### config.mk
export PLATFORM = sky130hd
export DESIGN_NAME = codec_cfg_sequencer
export DESIGN_NICKNAME = d
export VERILOG_FILES = /design/src/rtl/codec_cfg_pkg.sv /design/src/rtl/codec_cfg_sequencer_tick.sv /design/src/rtl/codec_cfg_sequencer.sv
export SDC_FILE = /design/constraint.sdc
export NUM_CORES = 1
export LEC_CHECK = 0
export BUFFER_PORTS_ARGS = -buffer_cell sky130_fd_sc_hd__buf_2
export CAP_MARGIN = 30
export CORE_ASPECT_RATIO = 2
export CORE_MARGIN = 8
export CORE_UTILIZATION = 55
export CTS_CLUSTER_SIZE = 20
export DETAILED_ROUTE_END_ITERATION = 7
export PLACE_DENSITY = 0.75
export SKIP_LAST_GASP = 1
export SLEW_MARGIN = 20
export SYNTH_ARGS = -nofsm -noshare
export SYNTH_HDL_FRONTEND = slang
export SYNTH_HIERARCHICAL = 1
export SYNTH_SLANG_ARGS = --single-unit
### constraint.sdc
create_clock -name CLOCK31_5 -period 3.13 [get_ports CLOCK31_5]
set_input_delay 0.313 -clock CLOCK31_5 [delete_from_list [all_inputs] [get_ports CLOCK31_5]]
set_output_delay 0.313 -clock CLOCK31_5 [all_outputs]
set_load 0.01 [all_outputs]
### src/rtl/codec_cfg_pkg.sv
// Shared types and constants for the audio codec configuration sequencer.
// The word table gives the codec's power-on register programming order.
package codec_cfg_pkg;

    typedef enum logic [3:0] {
        ST_PWRUP  = 4'd0,
        ST_LOAD   = 4'd1,
        ST_REQ    = 4'd2,
        ST_WAIT   = 4'd3,
        ST_GAP    = 4'd4,
        ST_DONE   = 4'd5,
        ST_ABORT  = 4'd6,
        ST_REINIT = 4'd7,
        ST_ERR    = 4'd8
    } cfg_state_t;

    localparam int         NUM_WORDS      = 11;
    localparam logic [7:0] DEF_SLAVE_ADDR = 8'h34;

    // Each entry is {7-bit register address, 9-bit register data}.
    localparam logic [15:0] CFG_TABLE [NUM_WORDS] = '{
        {7'h0F, 9'h000},    // reset
        {7'h00, 9'h017},    // left line in
        {7'h01, 9'h017},    // right line in
        {7'h02, 9'h079},    // left headphone out
        {7'h03, 9'h079},    // right headphone out
        {7'h04, 9'h012},    // analog path
        {7'h05, 9'h000},    // digital path
        {7'h06, 9'h000},    // power down control
        {7'h07, 9'h001},    // digital interface format
        {7'h08, 9'h000},    // sampling control
        {7'h09, 9'h001}     // activate
    };

    // Table lookup that stays defined for the unused index codes 11..15.
    function automatic logic [15:0] cfg_word(input logic [3:0] idx);
        logic [15:0] w;
        w = 16'h0000;
        for (int i = 0; i < NUM_WORDS; i++) begin
            if (idx == 4'(i)) w = CFG_TABLE[i];
        end
        return w;
    endfunction

endpackage

### src/rtl/codec_cfg_sequencer_tick.sv
// SCL base clock divider: a half-period counter that toggles CLOCK_500 at
// each wrap and marks the rising (ena) and falling (SDAT step) toggles.
module i2c_tick_gen
    import codec_cfg_pkg::*;
#(
    parameter int HALF_DIV = 79
) (
    input  logic CLOCK31_5,
    input  logic RESET,
    output logic CLOCK_500,
    output logic CLOCK_500_ena,
    output logic CLOCK_SDAT_ena
);

    localparam logic [15:0] WRAP_VAL = 16'(HALF_DIV - 1);

    logic [15:0] div_cnt;

    // Free-running half-period counter; one-cycle pulses on each toggle.
    always_ff @(posedge CLOCK31_5 or negedge RESET) begin
        if (!RESET) begin
            div_cnt        <= 16'd0;
            CLOCK_500      <= 1'b0;
            CLOCK_500_ena  <= 1'b0;
            CLOCK_SDAT_ena <= 1'b0;
        end else begin
            CLOCK_500_ena  <= 1'b0;
            CLOCK_SDAT_ena <= 1'b0;
            if (div_cnt == WRAP_VAL) begin
                div_cnt   <= 16'd0;
                CLOCK_500 <= ~CLOCK_500;
                if (CLOCK_500) CLOCK_SDAT_ena <= 1'b1;
                else           CLOCK_500_ena  <= 1'b1;
            end else begin
                div_cnt <= div_cnt + 16'd1;
            end
        end
    end

endmodule

### src/rtl/codec_cfg_sequencer.sv
// Codec configuration sequencer: walks the register table, handing one
// 24-bit word at a time to the I2C engine and supervising each word.
//
// state     | meaning
// ----------+---------------------------------------------------------
// PWRUP     | wait PWRUP_TICKS SDAT ticks after reset release
// LOAD      | latch {SLAVE_ADDR, table[WORD_IDX]} onto I2C_DATA
// REQ       | request raised, timeout counter cleared
// WAIT      | wait for NEXT_WORD, abort on timeout
// GAP       | GAP_TICKS idle ticks, then next word or DONE
// DONE      | table complete (terminal)
// ABORT     | engine held in reset for 2 cycles after a timeout
// REINIT    | engine held in reset for 2 cycles, then restart at word 0
// ERR       | aborted (terminal)
module codec_cfg_sequencer
    import codec_cfg_pkg::*;
#(
    parameter int          HALF_DIV      = 79,
    parameter logic [15:0] PWRUP_TICKS   = 16'd2000,
    parameter int          GAP_TICKS     = 4,
    parameter int          TIMEOUT_TICKS = 48,
    parameter logic [7:0]  SLAVE_ADDR    = DEF_SLAVE_ADDR
) (
    input  logic        CLOCK31_5,
    input  logic        RESET,
    input  logic        REINIT,
    input  logic        NEXT_WORD,
    output logic        CLOCK_500,
    output logic        CLOCK_500_ena,
    output logic        CLOCK_SDAT_ena,
    output logic        TRANSACTION_REQ,
    output logic [23:0] I2C_DATA,
    output logic        I2C_RST_N,
    output logic        CFG_BUSY,
    output logic        CFG_DONE,
    output logic        CFG_ERR,
    output logic [3:0]  WORD_IDX
);

    localparam logic [15:0] GAP_LIM  = 16'(GAP_TICKS);
    localparam logic [15:0] TO_LIM   = 16'(TIMEOUT_TICKS);
    localparam logic [3:0]  LAST_IDX = 4'(NUM_WORDS - 1);

    cfg_state_t  state;
    logic [15:0] tick_cnt;

    i2c_tick_gen #(
        .HALF_DIV (HALF_DIV)
    ) u_tick (
        .CLOCK31_5      (CLOCK31_5),
        .RESET          (RESET),
        .CLOCK_500      (CLOCK_500),
        .CLOCK_500_ena  (CLOCK_500_ena),
        .CLOCK_SDAT_ena (CLOCK_SDAT_ena)
    );

    // Sequencer FSM with all handshake and status outputs registered.
    always_ff @(posedge CLOCK31_5 or negedge RESET) begin
        if (!RESET) begin
            state           <= ST_PWRUP;
            tick_cnt        <= 16'd0;
            WORD_IDX        <= 4'd0;
            TRANSACTION_REQ <= 1'b0;
            I2C_DATA        <= 24'h0;
            I2C_RST_N       <= 1'b0;
            CFG_BUSY        <= 1'b1;
            CFG_DONE        <= 1'b0;
            CFG_ERR         <= 1'b0;
        end else if (REINIT && state != ST_ABORT && state != ST_REINIT) begin
            // Restart request; a REINIT while the engine is already being
            // reset is absorbed by the branch condition above.
            state           <= ST_REINIT;
            tick_cnt        <= 16'd0;
            WORD_IDX        <= 4'd0;
            TRANSACTION_REQ <= 1'b0;
            I2C_RST_N       <= 1'b0;
            CFG_BUSY        <= 1'b1;
            CFG_DONE        <= 1'b0;
            CFG_ERR         <= 1'b0;
        end else begin
            case (state)
                ST_PWRUP: begin
                    I2C_RST_N <= 1'b1;
                    if (tick_cnt == PWRUP_TICKS) begin
                        tick_cnt <= 16'd0;
                        state    <= ST_LOAD;
                    end else if (CLOCK_SDAT_ena) begin
                        tick_cnt <= tick_cnt + 16'd1;
                    end
                end
                ST_LOAD: begin
                    I2C_DATA        <= {SLAVE_ADDR, cfg_word(WORD_IDX)};
                    TRANSACTION_REQ <= 1'b1;
                    state           <= ST_REQ;
                end
                ST_REQ: begin
                    tick_cnt <= 16'd0;
                    state    <= ST_WAIT;
                end
                ST_WAIT: begin
                    // NEXT_WORD is tested first so it wins over a same-cycle timeout.
                    if (NEXT_WORD) begin
                        TRANSACTION_REQ <= 1'b0;
                        tick_cnt        <= 16'd0;
                        state           <= ST_GAP;
                    end else if (tick_cnt == TO_LIM) begin
                        TRANSACTION_REQ <= 1'b0;
                        I2C_RST_N       <= 1'b0;
                        tick_cnt        <= 16'd0;
                        state           <= ST_ABORT;
                    end else if (CLOCK_SDAT_ena) begin
                        tick_cnt <= tick_cnt + 16'd1;
                    end
                end
                ST_GAP: begin
                    if (tick_cnt == GAP_LIM) begin
                        tick_cnt <= 16'd0;
                        if (WORD_IDX >= LAST_IDX) begin
                            CFG_BUSY <= 1'b0;
                            CFG_DONE <= 1'b1;
                            state    <= ST_DONE;
                        end else begin
                            WORD_IDX <= WORD_IDX + 4'd1;
                            state    <= ST_LOAD;
                        end
                    end else if (CLOCK_SDAT_ena) begin
                        tick_cnt <= tick_cnt + 16'd1;
                    end
                end
                ST_ABORT: begin
                    if (tick_cnt == 16'd1) begin
                        tick_cnt  <= 16'd0;
                        I2C_RST_N <= 1'b1;
                        CFG_BUSY  <= 1'b0;
                        CFG_ERR   <= 1'b1;
                        state     <= ST_ERR;
                    end else begin
                        tick_cnt <= tick_cnt + 16'd1;
                    end
                end
                ST_REINIT: begin
                    if (tick_cnt == 16'd1) begin
                        tick_cnt  <= 16'd0;
                        I2C_RST_N <= 1'b1;
                        state     <= ST_LOAD;
                    end else begin
                        tick_cnt <= tick_cnt + 16'd1;
                    end
                end
                ST_DONE, ST_ERR: begin
                    state <= state;
                end
                default: begin
                    state <= ST_PWRUP;
                end
            endcase
        end
    end

endmodule

==> impl.org <==
** Clocking
- Clock-pin slew was measured on the worst setup and hold paths at 0.05 ns.
- Total clock sinks :: 58
- Post-CTS Hold Buffers :: 0
- After clock tree synthesis, the repair step resized 0 gates.
- Maximum buffer depth of the clock tree :: 2
- Clock tree synthesis inserted a total of 9 buffers.
- Worst-Skew Late Latency :: 0.33 ns
- TritonCTS built the clock tree.
- CTS built an H-tree with a depth of 3.
- Clock tree root buffer cell :: clkbuf_16
- Post-CTS Setup Bufs :: 0

** Worst setup path
- In this run the critical register-to-register path is launched from tick_cnt[1].
- CP max stage cell :: or4_4
- Startpoint type of the worst setup path :: flop
- Worst path cell trace :: inv_1, ha_1, or3b_2, or4_4, nand2_4, a31oi_1, o21ai_2, buf_4, mux2i_1
- FF-to-FF path depth :: 9
- Critical path data arrival time :: 3.06 ns
- The critical path in this run is classified as flop to flop.
- On the worst path, the slowest cell contributes a delay of 0.57 ns.
- STA puts the critical path data required time at 3.31 ns.
- Endpoint type of the worst setup path :: flop
- Tracing the worst setup path back leads to its startpoint at tick_cnt[1].
- Crit-path max FO :: 8

** Logic synthesis
- Synth Cell Area :: 3740 um^2
- Number of cells produced by synthesis :: 417
- Counting flops and latches in the post-synthesis netlist gives 58.
- Sequential elements use 38.9% of the synthesized area.
- After synthesis, the share of flip-flops with an asynchronous set or reset is 100%.
- Syn avg cell area :: 8.96 um^2
- During synthesis, Yosys emitted a total of 6 warnings.
- Area share of the largest cell type after synthesis :: 38.2%
- Counting flops with a built-in enable in the synthesized netlist gives 0.
- Predominant post-synthesis flop cell :: dfrtp_1
- The synthesized design spends more area on one cell type than any other, namely dfrtp_1.
- Largest cells by area after synthesis :: dfrtp_1 (38%), nor2_1 (4.4%), nand2_1 (3.8%)
- The number of different library cells used by synthesis comes to 74.

** STA
- Max-slew violation count :: 0
- Accumulated negative setup slack :: 0 ns
- The worst pin sits at a relative slew slack of 50.6%.
- Final period utilization :: 92.0%
- Fin worst setup slack :: 0.249 ns
- Hold violation count in the final report :: 0
- Setup violations remaining at the end of the flow were counted as 0.
- Timing would allow up to 0.347 GHz.
- Hold_ws :: 0.130 ns
- Worst-case clock skew :: 0.00465 ns
- Final worst path period need :: 2.88 ns
- Setup repair after global routing left no endpoint under its margin.
- Pin slew with the least headroom to its limit :: 0.741 ns

** Cells and area
- The library cells used most frequently in the layout, excluding fill and tap cells, are dfrtp_1 (57), nor2_1 (44), nand2_1 (38).
- The finished layout holds 530 standard cells, fillers aside.
- Layout-stage area growth over the synthesis result :: 9.11%
- 0 antenna diodes ended up in the layout.
- Filler Cells Inserted :: 588
- Cells with a size suffix above 1 make up 17.4% of the layout.
- The library cell used most frequently in the layout, excluding fill and tap cells, is dfrtp_1.
- Final layout net count :: 450

** Global route
- Maximum number of pins on one net before global-route repair :: 59
- The initial antenna violation count was 0.
- After global routing the overflow that remains totals 0.
- The first global-routing pass estimated 15,200 um of wire.
- Via count of the first global-routing pass :: 3,229
- Global routing consumed, over all layers together, 19.6% of the routing resources.

** Power and ir drop
- Sw Pwr :: 0.00113 W
- Overall power consumption after layout is estimated at 0.00300 W.
- Leakage power summed over all cells :: 1.75 nW
- The internal portion of the total power is 0.00187 W.
- In this run the power density over the cells is 736 nW/um^2.
- Sequential power share :: 32.8%
- Power share of the combinational group :: 38.1%
- Share of total power in the clock network :: 29.0%
- Across the VDD grid, the largest voltage drop is 0.500 mV.
- Fraction of power spent switching nets :: 37.7%

** Place
- Total of buffers placed on input and output ports :: 29
- After legalization and detailed placement, the total HPWL measured 6560 um.
- Number of placed instances with taps included :: 514
- Before CTS, the worst setup slack after placement is 0.313 ns.
- Routability Congestion :: 0.892

** Drt
- Via total after detailed routing :: 3,242
- Using the TritonRoute via totals, the vias-per-cell ratio works out to 6.12.
- After detailed routing, the average wire length per cell comes to 17.4 um.
- After the first detailed-routing iteration, the DRC count stood at 304.
- Total length of routed wires :: 9200 um
- Residual antenna-violating net count after detailed routing :: 0
- After detailed routing, the number of remaining DRC violations is 0.
- First-pass DRT Iterations :: 5

** Floorplan
- The floorplan has 42 rows.
- Once the floorplan was initialized, standard cells occupied 56.4% of the core.
- The die is 74.3 um wide.
- 40 I/O pins were placed.
- The die covers 9850 um^2.
- The die is 133 um tall.
- The region available for standard cell placement spans 6620 um^2.

** Min path
- The path class of the tightest hold or removal check is primary input to asynchronous set/reset pin.

** Outcome
- Run status :: finished clean

** Flow run
- The tool flagged a number of max-cap violations equal to 0.
## synth_stat cells, types with 6 or more instances
cell,number
buf_6,6
nand4_1,11
nor3_1,13
xnor2_1,13
xor2_1,6
dfrtp_1,57
o21ai_0,17
ha_1,9
clkbuf_1,9
nand2b_1,6
nand3_1,20
a221oi_2,6
buf_4,16
nand2_1,38
a21oi_1,15
o22ai_1,13
nor2_1,44
inv_1,26
## kinds of logic (layout without fill, tap and decap cells)
kind of cell / Yosys count / count (layout) / synth area share [%]
buffers and inverters: 61 / 77 / 9.54
other: 1 / 10 / 0.100
AOI/OAI and AO/OA: 88 / 88 / 17.5
DFF: 58 / 58 / 38.9
xor gates and xnor gates: 20 / 20 / 4.89
muxes: 5 / 5 / 1.37
and+or+nand+nor: 175 / 175 / 24.7
adders and majority gates: 9 / 9 / 3.01
## state kept, by name, summed over array words and instances, names as in the netlist, 4 cells and up
| register | count |
|---|---|
| I2C_DATA | 10 |
| state | 4 |
| tick_cnt | 16 |
| u_tick/div_cnt | 16 |
| WORD_IDX | 4 |
## worst max-delay path: cells and delay by family (launching register included)
kind,cells,cell delay [ns]
buffers and inverters,2,0.36
muxes,1,0.10
AOI/OAI and AO/OA,2,0.49
DFF,1,0.44
and+or+nand+nor,3,1.18
adders and majority gates,1,0.16
## per-stage QoR
stage / area (um^2) / util [%]
final: 4080 / 61.6
after global routing: 4080 / 61.6
after CTS: 4080 / 61.6
after detailed placement: 3810 / 57.6
after global placement: 3810 / 57.6
after floorplan: 3770 / -
## power by group through the flow
stage / Sequential [W] / Combinational, W / Clock [W]
global route: 0.00100 / 0.00125 / 0.000921
floorplan: 0.000972 / 0.000924 / 0
global placement: 0.000986 / 0.00110 / 0
finish: 0.000986 / 0.00114 / 0.000872
detailed placement: 0.000993 / 0.00112 / 0
CTS: 0.000982 / 0.00113 / 0.000893
## final timing paths
kind	end	slack (ns)
min in group CLOCK31_5	state[0]	0.37
max in group asynchronous	tick_cnt[8]	2.51
hold reg to reg	I2C_DATA[12]	0.47
hold / removal	I2C_DATA[0]	0.13
setup / recovery	tick_cnt[0]	0.25
setup reg to reg	tick_cnt[0]	0.25
## area by class of cell
cell class	instances	area, um^2	share of cell area, %
Clock buffer	13	250	6.14
Sequential cell	58	1450	35.6
Tap cell	88	110	2.70
Multi-Input combinational cell	307	1960	48.1
Inverter	26	97.6	2.39
Clock inverter	3	15.0	0.368
Timing Repair Buffer	35	190	4.66
## routing by layer
metal	up-vias	GRT usage (%)	routed length [um]
met3	45	4.92	547
met2	142	34.1	5000
li1	1502	-	-
met5	-	0	0
met1	1553	19.3	3200
met4	0	13.3	451
Note: power is estimated with default switching activity, not from simulation.
